--- src/rtl/serial_cmp_ctrl.sv ---
`default_nettype none
// ============================================================================
// Module   : serial_cmp_ctrl
// Brief    : Nibble-serial unsigned magnitude comparator, MSB nibble first,
//            with early exit on the first differing nibble and abort support.
// Revision : 1.0 - initial release
// ============================================================================
module serial_cmp_ctrl #(
    parameter int W = 16
) (
    input  logic         clk,
    input  logic         rst_n,
    input  logic         start,
    input  logic         abort,
    input  logic [W-1:0] a,
    input  logic [W-1:0] b,
    output logic         busy,
    output logic         done,
    output logic [2:0]   y
);

    localparam int              c_N        = W / 4;
    localparam int              c_IW       = (c_N > 1) ? $clog2(c_N) : 1;
    localparam logic [c_IW-1:0] c_LAST_IDX = c_IW'(c_N - 1);
    localparam logic [c_IW-1:0] c_IDX_ONE  = c_IW'(1);
    localparam logic [c_IW-1:0] c_IDX_ZERO = '0;

    typedef enum logic [0:0] {
        S_IDLE = 1'b0,
        S_SCAN = 1'b1
    } state_t;

    state_t          r_state, w_state_nxt;
    logic [W-1:0]    r_a, r_b, w_a_nxt, w_b_nxt;
    logic [c_IW-1:0] r_idx, w_idx_nxt;
    logic            r_done, w_done_nxt;
    logic [2:0]      r_y, w_y_nxt;

    logic [3:0]      w_nib_a, w_nib_b;
    logic            w_gt, w_eq, w_lt;

    // Select the nibble pair addressed by the scan index.
    always_comb begin
        w_nib_a = r_a[3:0];
        w_nib_b = r_b[3:0];
        for (int i = 0; i < c_N; i++) begin
            if (r_idx == c_IW'(i)) begin
                w_nib_a = r_a[4*i +: 4];
                w_nib_b = r_b[4*i +: 4];
            end
        end
    end

    // 4-bit magnitude compare of the selected pair.
    assign w_gt = (w_nib_a > w_nib_b);
    assign w_lt = (w_nib_a < w_nib_b);
    assign w_eq = (w_nib_a == w_nib_b);

    always_ff @(posedge clk) begin
        if (!rst_n) begin
            r_state <= S_IDLE;
            r_a     <= '0;
            r_b     <= '0;
            r_idx   <= c_IDX_ZERO;
            r_done  <= 1'b0;
            r_y     <= 3'b000;
        end else begin
            r_state <= w_state_nxt;
            r_a     <= w_a_nxt;
            r_b     <= w_b_nxt;
            r_idx   <= w_idx_nxt;
            r_done  <= w_done_nxt;
            r_y     <= w_y_nxt;
        end
    end

    always_comb begin
        w_state_nxt = r_state;
        w_a_nxt     = r_a;
        w_b_nxt     = r_b;
        w_idx_nxt   = r_idx;
        w_done_nxt  = 1'b0;
        w_y_nxt     = r_y;

        case (r_state)
            S_IDLE: begin
                if (abort) begin
                    w_y_nxt = 3'b000;
                end else if (start) begin
                    w_a_nxt     = a;
                    w_b_nxt     = b;
                    w_idx_nxt   = c_LAST_IDX;
                    w_y_nxt     = 3'b000;
                    w_state_nxt = S_SCAN;
                end
            end
            S_SCAN: begin
                if (abort) begin
                    w_y_nxt     = 3'b000;
                    w_state_nxt = S_IDLE;
                end else if (!w_eq) begin
                    // y is {gt, eq, lt}
                    w_y_nxt     = {w_gt, 1'b0, w_lt};
                    w_done_nxt  = 1'b1;
                    w_state_nxt = S_IDLE;
                end else if (r_idx == c_IDX_ZERO) begin
                    w_y_nxt     = 3'b010;
                    w_done_nxt  = 1'b1;
                    w_state_nxt = S_IDLE;
                end else begin
                    w_idx_nxt = r_idx - c_IDX_ONE;
                end
            end
            default: begin
                w_state_nxt = S_IDLE;
            end
        endcase
    end

    assign busy = (r_state == S_SCAN);
    assign done = r_done;
    assign y    = r_y;

endmodule
`default_nettype wire

--- config.mk ---
export PLATFORM = sky130hd
export DESIGN_NAME = serial_cmp_ctrl
export DESIGN_NICKNAME = d
export VERILOG_FILES = /design/src/rtl/serial_cmp_ctrl.sv
export SDC_FILE = /design/constraint.sdc
export NUM_CORES = 1
export LEC_CHECK = 0
export ABC_AREA = 1
export CAP_MARGIN = 25
export CORE_ASPECT_RATIO = 2
export CORE_MARGIN = 2
export CORE_UTILIZATION = 40
export CTS_CLUSTER_SIZE = 40
export DETAILED_ROUTE_END_ITERATION = 10
export PLACE_DENSITY = 0.67
export SLEW_MARGIN = 20
export SYNTH_ARGS = -nofsm -noshare
export SYNTH_HDL_FRONTEND = slang
export SYNTH_SLANG_ARGS = --single-unit
--- constraint.sdc ---
create_clock -name clk -period 2.5 [get_ports clk]
set_clock_uncertainty 0.05 [all_clocks]
set_input_delay 0.5 -clock clk [delete_from_list [all_inputs] [get_ports clk]]
set_output_delay 0.5 -clock clk [all_outputs]
set_load 0.02 [all_outputs]
# After elaboration in Yosys (flattened, before gate mapping)
# Cells that the tools add are included.
dict set report classes {
  mux 26
  reduce_logical 5
  n_eq_ne 11
  shifts 0
  mul 0
  bitwise_logic 3
  n_addsub 1
  order_cmp 2
  div 0
}
# cell count
set op_table {}
lappend op_table {{$mux W4} 6}
lappend op_table {{$mux W3} 5}
lappend op_table {{$mux W2} 5}
lappend op_table {{$ne A2 B2 Y1 const B} 4}
lappend op_table {{$mux W1} 7}
lappend op_table {{$pmux W3 S2} 1}
lappend op_table {{$reduce_and A5 Y1} 1}
lappend op_table {{$eq A2 B2 Y1 const B} 2}
lappend op_table {{$eq A4 B4 Y1} 1}
lappend op_table {{$gt A4 B4 Y1} 1}
lappend op_table {{$lt A4 B4 Y1} 1}
lappend op_table {{$ne A4 B3 Y1 const B} 1}
lappend op_table {{$pmux W2 S2} 1}
lappend op_table {{$ne A3 B3 Y1 const B} 1}
lappend op_table {{$not A1 Y1} 3}
lappend op_table {{$reduce_and A3 Y1} 1}
lappend op_table {{$reduce_or A3 Y1} 1}
lappend op_table {{$eq A2 B1 Y1 const B} 1}
lappend op_table {{$logic_not A2 Y1} 1}
lappend op_table {{$ne A2 B1 Y1 const B} 1}
lappend op_table {{$pmux W1 S2} 1}
lappend op_table {{$reduce_and A2 Y1} 1}
lappend op_table {{$sub A2 B1 Y2 const B} 1}
dict set report totals {
  inputBits 36
  out_inout_bits 5
  rom_bits 0
  register_bits 39
  elab_cells 54
  mem_count 0
  ramBits 0
  latchBits 0
}

# Depth between registers and ports, before layout
# Gate-level depths: netlist of the first run.
dict set report logic_depth {
  ltp_word 8
  ltp_mapped 17
  ltp_nobuf 16
}

# Least setup slack after synthesis of the first run
# Ideal clock, no wire load.
dict set report synth_timing {
  kind {register to register}
  from {register r_idx[1]}
  to {register r_y[1] (netlist: y[1])}
  setup_ps 113
  t_arrival_ps 2135
  path_buffers 1
  path_stages_with_launch 16
  t_required_ps 2337
  path_slack_ps 202
  period_less_slack_ps 2298
  cell_sequence {dfxtp_1 -> inv_1 -> ha_1 -> buf_2 -> inv_1 -> nor2_1 -> o31ai_1 -> o21ai_0 -> ha_1 -> nand2_1 -> nor2_1 -> nand3_2 -> nand2_1 -> nand2_1 -> nand2_1 -> nor2_1}
}
dict set report synth_via {
  elab_chain_len 8
  word_cells_on_any_way 16
  cone_classes {eq/ne (5); mux (9); reduce/logical (2)}
}
# item line
set synth_lines {}
lappend synth_lines {{start: declaration} 35} ;# logic [c_IW-1:0] r_idx, w_idx_nxt;
lappend synth_lines {{start signal: assignment} 64} ;# r_idx <= c_IDX_ZERO;
lappend synth_lines {{start signal: assignment} 71} ;# r_idx <= w_idx_nxt;
lappend synth_lines {{$eq A2 B1 Y1} 47} ;# if (r_idx == c_IW'(i)) begin
lappend synth_lines {{$mux W4 (3 in series)} 47}
lappend synth_lines {{$eq A4 B4 Y1} 57} ;# assign w_eq = (w_nib_a == w_nib_b);
lappend synth_lines {{$mux W3} 101} ;# end else if (!w_eq) begin
lappend synth_lines {{$mux W3} 98} ;# if (abort) begin
lappend synth_lines {{$pmux W3 S2} 85} ;# case (r_state)
lappend synth_lines {{end signal: assignment} 73} ;# r_y <= w_y_nxt;
lappend synth_lines {{end: declaration} 37} ;# logic [2:0] r_y, w_y_nxt;
# Several ways; a longest one is shown, not always the timed one.
# A chain may end at the register's enable or synchronous reset.

# Worst setup path after layout of the first run
dict set report layout_timing {
  from {register r_idx[0]}
  to {register r_idx[0]}
}
dict set report layout_via {
  elab_chain_len 7
  word_cells_on_any_way 19
  cone_classes {add/sub (1); eq/ne (6); mux (10); reduce/logical (2)}
}
# item line
set layout_lines {}
lappend layout_lines {{$eq A2 B1 Y1} 47}
lappend layout_lines {{$mux W4 (3 in series)} 47}
lappend layout_lines {{$eq A4 B4 Y1} 57}
lappend layout_lines {{$ne A2 B1 Y1 (no line)} --}
lappend layout_lines {{$reduce_and A5 Y1 (no line)} --}
# Several ways; a longest one is shown, not always the timed one. The select of a mux whose other input is x is not followed.

==> results of run 1 <==
==> area by class of cell <==
type                            instances  area (µm²)
Inverter                               17        68.8
Fill cell                             429        1990
Timing Repair Buffer                   44         430
Multi-Input combinational cell        186         927
Clock buffer                            6        72.6
Sequential cell                        39         785
Tap cell                               54        67.6
==> power groups by stage <==
stage / sequential, µW / combinational, µW / clock [µW]
after floorplan: 693 / 168 / 0
after global placement: 702 / 263 / 0
final: 688 / 287 / 383
after detailed placement: 701 / 268 / 0
after CTS: 687 / 274 / 395
after global routing: 691 / 324 / 421
==> how the worst max path moves through the flow <==
stage,endpoint
after floorplan,y[1]
after global placement,y[1]
after detailed placement,y[1]
after CTS,y[1]
after global routing,y[1]
final,r_idx[0]
==> cell usage after synthesis <==
cell | instances | area (µm²)
o21ai_0 | 40 | 200
buf_2 | 7 | 35.0
o21ai_1 | 2 | 10.0
nor3_1 | 1 | 5.00
nand3_2 | 1 | 10.0
nor2_2 | 2 | 12.5
or2_2 | 2 | 12.5
clkbuf_1 | 4 | 15.0
nor3_4 | 1 | 16.3
nand3_1 | 12 | 60.1
clkinv_1 | 1 | 3.75
inv_2 | 1 | 3.75
nor2_1 | 79 | 297
ha_1 | 8 | 100
buf_6 | 1 | 11.3
o31ai_1 | 2 | 15.0
a21oi_1 | 11 | 55.1
o211ai_1 | 2 | 15.0
dfxtp_1 | 39 | 781
inv_1 | 15 | 56.3
nand2_1 | 23 | 86.3
==> worst max-delay path, stage by stage, from the launching register on <==
cell,delay [ns]
dfxtp_4,0.38
inv_1,0.08
ha_1,0.25
buf_4,0.17
o31ai_1,0.24
o21ai_0,0.12
ha_1,0.31
nand2_1,0.10
nor2_4,0.14
inv_1,0.08
nor2_2,0.11
nand3_1,0.08
nand3_1,0.07
inv_1,0.04
==> cell families (layout without fill, tap and decap cells) <==
family	after synthesis	after routing
AND/OR/NAND/NOR	121	121
AO/OA/AOI/OAI	57	57
flip-flops	39	39
buffers and inverters	29	67
adder cells (fa/ha/maj)	8	8
==> registers in the layout, summed over array words and instances (netlist names) <==
register / flops
busy: 1
r_b: 16
r_a: 16
r_idx: 2
done: 1
y: 3
==> metrics by stage <==
step / utilization, % / setup TNS [ns] / setup slack, ns / instance area, µm²
after floorplan: - / 0 / 0.202 / 1800
after global placement: 51.6 / 0 / 0.0465 / 2240
after detailed placement: 51.6 / -0.0311 / -0.0311 / 2240
after CTS: 53.3 / 0 / 0.0511 / 2310
after global routing: 54.2 / 0 / 0.0308 / 2350
final: 54.2 / 0 / 0.176 / 2350
==> metal layers <==
metal  GRT usage (%)  vias up  wire (µm)
li1                -      897          -
met1            19.3      764       1660
met2            35.8       27       2460
met3            3.18        9         92
met4            10.1        0        137
met5               0        -          0
==> what timing repair did <==
item                       in CTS  in global routing
pin swaps                       0                  1
setup endpoints to repair       3                  6
hold buffers                    0                  0
buffers inserted                0                  0
gates resized for setup         3                 12
==> impl_results.rst, run 1 <==
.. list-table::
   :header-rows: 1

   * - Metric
     - Value
   * - Result of the run
     - finished clean
   * - Post-Layout Cell Count
     - 346
   * - Power per cell area
     - 578 mW/mm²
   * - Max-slew headroom at the worst pin
     - 62.7%
   * - Total DRC errors in the routed layout
     - 0
   * - Number of clock sinks
     - 39
   * - First-iteration detailed-routing DRC count
     - 39
   * - Critical path capture point type
     - register
   * - Ratio of routed vias to standard cells
     - 4.90
   * - Number of max-capacitance violations reported
     - 0
   * - Setup repair after global routing missed its margin
     - false
   * - Crit share post-route
     - 93.0%
   * - LEAKAGE
     - 0.00102 µW
   * - Actual slew at the worst max-slew pin
     - 0.559 ns
   * - Top library cells by usage in the layout, fill and taps aside
     - 77 x nor2_1, 40 x clkdlybuf4s50_1, 39 x o21ai_0, 38 x dfxtp_1, 22 x nand2_1
   * - Number of vias after detailed routing
     - 1697
   * - Die area
     - 0.00509 mm²
   * - Final-report hold violation count
     - 0
   * - Simple-gate share of the synthesized area
     - 27.7%
   * - End point of the worst hold path
     - y[0]
   * - Worst setup path start
     - r_idx[0]
   * - Residual overflow from global routing
     - 0
   * - Internal power component
     - 981 µW
   * - Worst R2R Setup Slack
     - 0.18 ns
   * - Part of the total power dissipated in sequential elements
     - 50.7%
   * - CTS buffer count
     - 5
   * - HPWL reported at the end of detailed placement
     - 3150 µm
   * - Switching pwr
     - 377 µW
   * - Net count after synthesis
     - 298
   * - Final Power
     - 1360 µW
   * - Residual antenna-violating net count after detailed routing
     - 0
   * - Combined area of all synthesized cells
     - 0.00180 mm²
   * - Die height
     - 98.9 µm
   * - CTS clock-pin slew for the worst setup and hold paths
     - 0.07 ns
   * - Peak Freq
     - 430 MHz
   * - Pin count of the biggest net entering global routing
     - 40
   * - Final setup fails
     - 0
   * - Number of global-route vias before repair
     - 1750
   * - Final GP Congestion
     - 0.852
   * - Data required time at the worst endpoint
     - 2.64 ns
   * - Max H-tree Level
     - 2
   * - Adder-Cell Fraction of Synth Area
     - 5.56%
   * - Part of the Yosys area used for sequential elements
     - 43.4%
   * - Largest family of logic cells by synthesized area
     - simple AND/OR/NAND/NOR gates
   * - Layout cell share with drive strength beyond 1
     - 8.22%
   * - Average routed wire per standard cell
     - 12.6 µm
   * - Crit path DAT
     - 2.46 ns
   * - Critical path launch point type
     - register
   * - RR Endpoint
     - r_idx[0]
   * - Clk root buf
     - clkbuf_8
   * - Total global-route track usage
     - 19.2%
   * - Ant diodes
     - 0
   * - Buffers added on ports
     - 40
   * - Cells after Synth
     - 254
   * - Width of the chip
     - 51.4 µm
   * - Number of unique standard cell types used by synthesis
     - 21
   * - Number of cells on the worst hold path
     - 2
   * - Share of the synthesized netlist area taken by xor and xnor gates
     - 0%
   * - Yosys reg bits
     - 39
   * - DRT Pass-1 Iters
     - 4
   * - Final net count
     - 337
   * - Worst r2r src
     - r_idx[0]
   * - Number of cells on the worst reg-to-reg path
     - 13
   * - IR Drop Worst-Case VDD
     - 0.483 mV
   * - Initial antenna violation count
     - 0
   * - Detailed-route wire length
     - 4360 µm
   * - Final worst hold slack
     - 0.418 ns
   * - Final critical path time including I/O delays and setup
     - 2.32 ns
   * - Buffer levels on the longest clock path
     - 2
   * - Initial core utilization
     - 41.5%
   * - Average footprint of a synthesized cell
     - 7.09 µm²
   * - Warning count from the yosys run
     - 0
   * - Total instance count after detailed placement
     - 340
   * - Worst hold-check path type
     - register to register
   * - Synth Area in Compound Gates
     - 16.4%
   * - Clk network pwr share
     - 28.2%
   * - Startpoint-to-endpoint class of the critical path
     - register to register
   * - Multiplexer share of the synthesized area
     - 0%
   * - Leading cell type in the layout, fill and taps excluded
     - nor2_1
   * - Area Growth Syn to Fin
     - 30.6%
   * - Row count
     - 34
   * - Switching power as a share of total power
     - 27.8%
   * - Clock latency of the later-clocked register in the worst-skew pair
     - 0.28 ns
   * - Count of pins on the block boundary
     - 41
   * - Hold Crit Start
     - y[0]
   * - Share of power burned in combinational logic
     - 21.1%
   * - First-pass GRT wire length
     - 7450 µm
   * - Total count of max-transition violations in the final report
     - 0
   * - CP Max Fanout
     - 6
   * - CTS tree
     - yes
   * - Core outline area
     - 0.00434 mm²
Power figures use the tool's default switching activity.
==> run 2: changes to the inputs <==
--- a/config.mk
+++ b/config.mk
@@ -7,7 +7,7 @@
 export LEC_CHECK = 0
 export ABC_AREA = 1
 export CAP_MARGIN = 25
-export CORE_ASPECT_RATIO = 2
+export CORE_ASPECT_RATIO = 0.7
 export CORE_MARGIN = 2
 export CORE_UTILIZATION = 40
 export CTS_CLUSTER_SIZE = 40
==> run 2 against run 1 <==
Effect of this change: non-clock buffer count is 2 higher; critical path depth rose by 1; register-to-register slack improved by 0.03 ns; sequential share of layout area is 1.3 points lower; critical endpoint is now y[0]; highest routed layer unchanged; utilization increased by 2.3 points; worst setup slack improved by 0.033 ns; combinational power up 4%; first-iteration DRC count rose by 59%; design area up 4.0%.
==> impl_results.rst, run 2 (synthesis gave the netlist of run 1 again) <==
.. list-table::
   :header-rows: 1

   * - Metric
     - Value
   * - Result of the run
     - finished clean
   * - Peak Freq
     - 437 MHz
   * - Die height
     - 60.1 µm
   * - Multi-input gate area
     - 937 µm²
   * - Cell Chain, Critical Path
     - inv_1, ha_4, clkinvlp_4, buf_4, o21ai_0, nand2_1, o21ai_0, ha_1, nand2_1, nor2_4, buf_4, nor2_2, nand3_1, o21ai_1
   * - Top library cells by usage in the layout, fill and taps aside
     - 78 x nor2_1, 40 x clkdlybuf4s50_1, 39 x o21ai_0, 37 x dfxtp_1, 22 x nand2_1
   * - Clk root buf
     - clkbuf_8
   * - Setup repair after global routing missed its margin
     - false
   * - Ant diodes
     - 0
   * - Ratio of routed vias to standard cells
     - 4.74
   * - Total DRC errors in the routed layout
     - 0
   * - Layout cell share with drive strength beyond 1
     - 9.76%
   * - Initial core utilization
     - 41.6%
   * - First-iteration detailed-routing DRC count
     - 62
   * - CTS buffer count
     - 5
   * - Post-Layout Cell Count
     - 352
   * - Residual antenna-violating net count after detailed routing
     - 0
   * - Count of buffer and inverter cells on the critical path
     - 4
   * - Slowest Stage Delay on Critical Path
     - 0.35 ns
   * - Width of the chip
     - 84.2 µm
   * - Critical path launch point type
     - register
   * - Share of power burned in combinational logic
     - 18.6%
   * - Startpoint-to-endpoint class of the critical path
     - register to register
   * - Fillcell total
     - 436
   * - Clk network pwr share
     - 38.4%
   * - Worst r2r src
     - r_idx[0]
   * - HPWL reported at the end of detailed placement
     - 2900 µm
   * - Average routed wire per standard cell
     - 11.9 µm
   * - LEAKAGE
     - 0.00105 µW
   * - Final setup fails
     - 0
   * - Worst hold-check path type
     - register to register
   * - Count of pins on the block boundary
     - 41
   * - Final GP Congestion
     - 0.880
   * - Switching pwr
     - 400 µW
   * - Part of the total power dissipated in sequential elements
     - 43.0%
   * - Leading cell type in the layout, fill and taps excluded
     - nor2_1
   * - Sequential cell area in the final layout
     - 783 µm²
   * - Buffer levels on the longest clock path
     - 2
   * - Power per cell area
     - 656 mW/mm²
   * - Slowest cell on the critical path
     - dfxtp_2
   * - Residual overflow from global routing
     - 0
   * - DRT Pass-1 Iters
     - 4
   * - Initial antenna violation count
     - 0
   * - Total instance count after detailed placement
     - 341
   * - Core Util, Final
     - 56.5%
   * - Slack of the critical path
     - 0.209 ns
   * - Max H-tree Level
     - 2
   * - Detailed-route wire length
     - 4190 µm
   * - Actual slew at the worst max-slew pin
     - 0.566 ns
   * - Total count of max-transition violations in the final report
     - 0
   * - Final-report hold violation count
     - 0
   * - Row count
     - 20
   * - Final critical path time including I/O delays and setup
     - 2.29 ns
   * - IR Drop Worst-Case VDD
     - 0.350 mV
   * - Die area
     - 0.00506 mm²
   * - CTS tree
     - yes
   * - Hold Crit Start
     - y[2]
   * - Number of max-capacitance violations reported
     - 0
   * - Number of vias after detailed routing
     - 1668
   * - Pin count of the biggest net entering global routing
     - 40
   * - Buffers added on ports
     - 40
   * - Area Growth Syn to Fin
     - 35.8%
   * - Final worst hold slack
     - 0.443 ns
   * - Final Power
     - 1600 µW
   * - Minimum setup slack after placement
     - -0.0460 ns
   * - Crit path max-delay family
     - buffers and inverters
   * - Clock latency of the later-clocked register in the worst-skew pair
     - 0.29 ns
   * - Total global-route track usage
     - 17.9%
   * - CTS hold repair buffers
     - 0
   * - First-pass GRT wire length
     - 7090 µm
   * - Number of global-route vias before repair
     - 1549
   * - Core outline area
     - 0.00433 mm²
   * - CTS clock-pin slew for the worst setup and hold paths
     - 0.07 ns
   * - Worst setup path start
     - r_idx[0]
   * - CP Max Fanout
     - 5
   * - Number of clock sinks
     - 39
   * - Switching power as a share of total power
     - 25.0%
   * - Data required time at the worst endpoint
     - 2.66 ns
   * - Critical path capture point type
     - register
   * - Final net count
     - 340
   * - Max-slew headroom at the worst pin
     - 62.2%
   * - Internal power component
     - 1200 µW
   * - Crit path DAT
     - 2.45 ns
   * - Crit share post-route
     - 91.6%
## run 2: path summary, 6_finish.rpt
path / end / slack [ns] / depth (start not counted)
worst min-delay path: y[2] / 0.44 / 2
worst max register to register: y[0] / 0.21 / 14
worst max-delay path: y[0] / 0.21 / 14
worst min register to register: y[2] / 0.44 / 2
## run 2: area by class of cell
| cell class | count | area share [%] |
|---|---|---|
| inverter | 17 | 2.87 |
| clock buffer | 6 | 2.97 |
| sequential | 39 | 32.0 |
| tap | 55 | 2.81 |
| timing repair buffer | 46 | 18.2 |
| clock inverter | 2 | 2.46 |
| timing repair inverter | 1 | 0.307 |
| multi-input combinational | 186 | 38.3 |
## run 2: metal layers
layer	global-route usage [%]	part of all wire, %	vias up
li1	-	-	910
met1	25.8	56	711
met2	25.5	37	42
met3	4.97	6.4	5
met4	6.68	0.91	0
met5	0	0	-
## run 2: tightest hold or removal path: stages, from the launching register on
cell and delay, ns:
dfxtp_1 0.32, nand3_1 0.07, o21ai_1 0.06
## run 2: power by group through the flow
stage	clock network [µW]	logic [µW]	registers [µW]
after CTS	625	275	687
after floorplan	0	168	693
after global placement	0	267	702
after global routing	650	341	693
final	616	298	690
after detailed placement	0	272	701
## run 2: what timing repair did
action / in CTS / in global routing
pin swaps: 0 / 1
endpoints found under the hold margin: 0 / 0
setup endpoints to repair: 5 / 7
gates resized for setup: 2 / 13
setup buffers: 0 / 2
cloned: 0 / 1
## run 2: through the flow
| step | area (µm²) | setup TNS, ns |
|---|---|---|
| global route | 2440 | 0 |
| detailed placement | 2240 | -0.0990 |
| finish | 2440 | 0 |
| floorplan | 1800 | 0 |
| CTS | 2370 | 0 |
| global placement | 2240 | 0 |
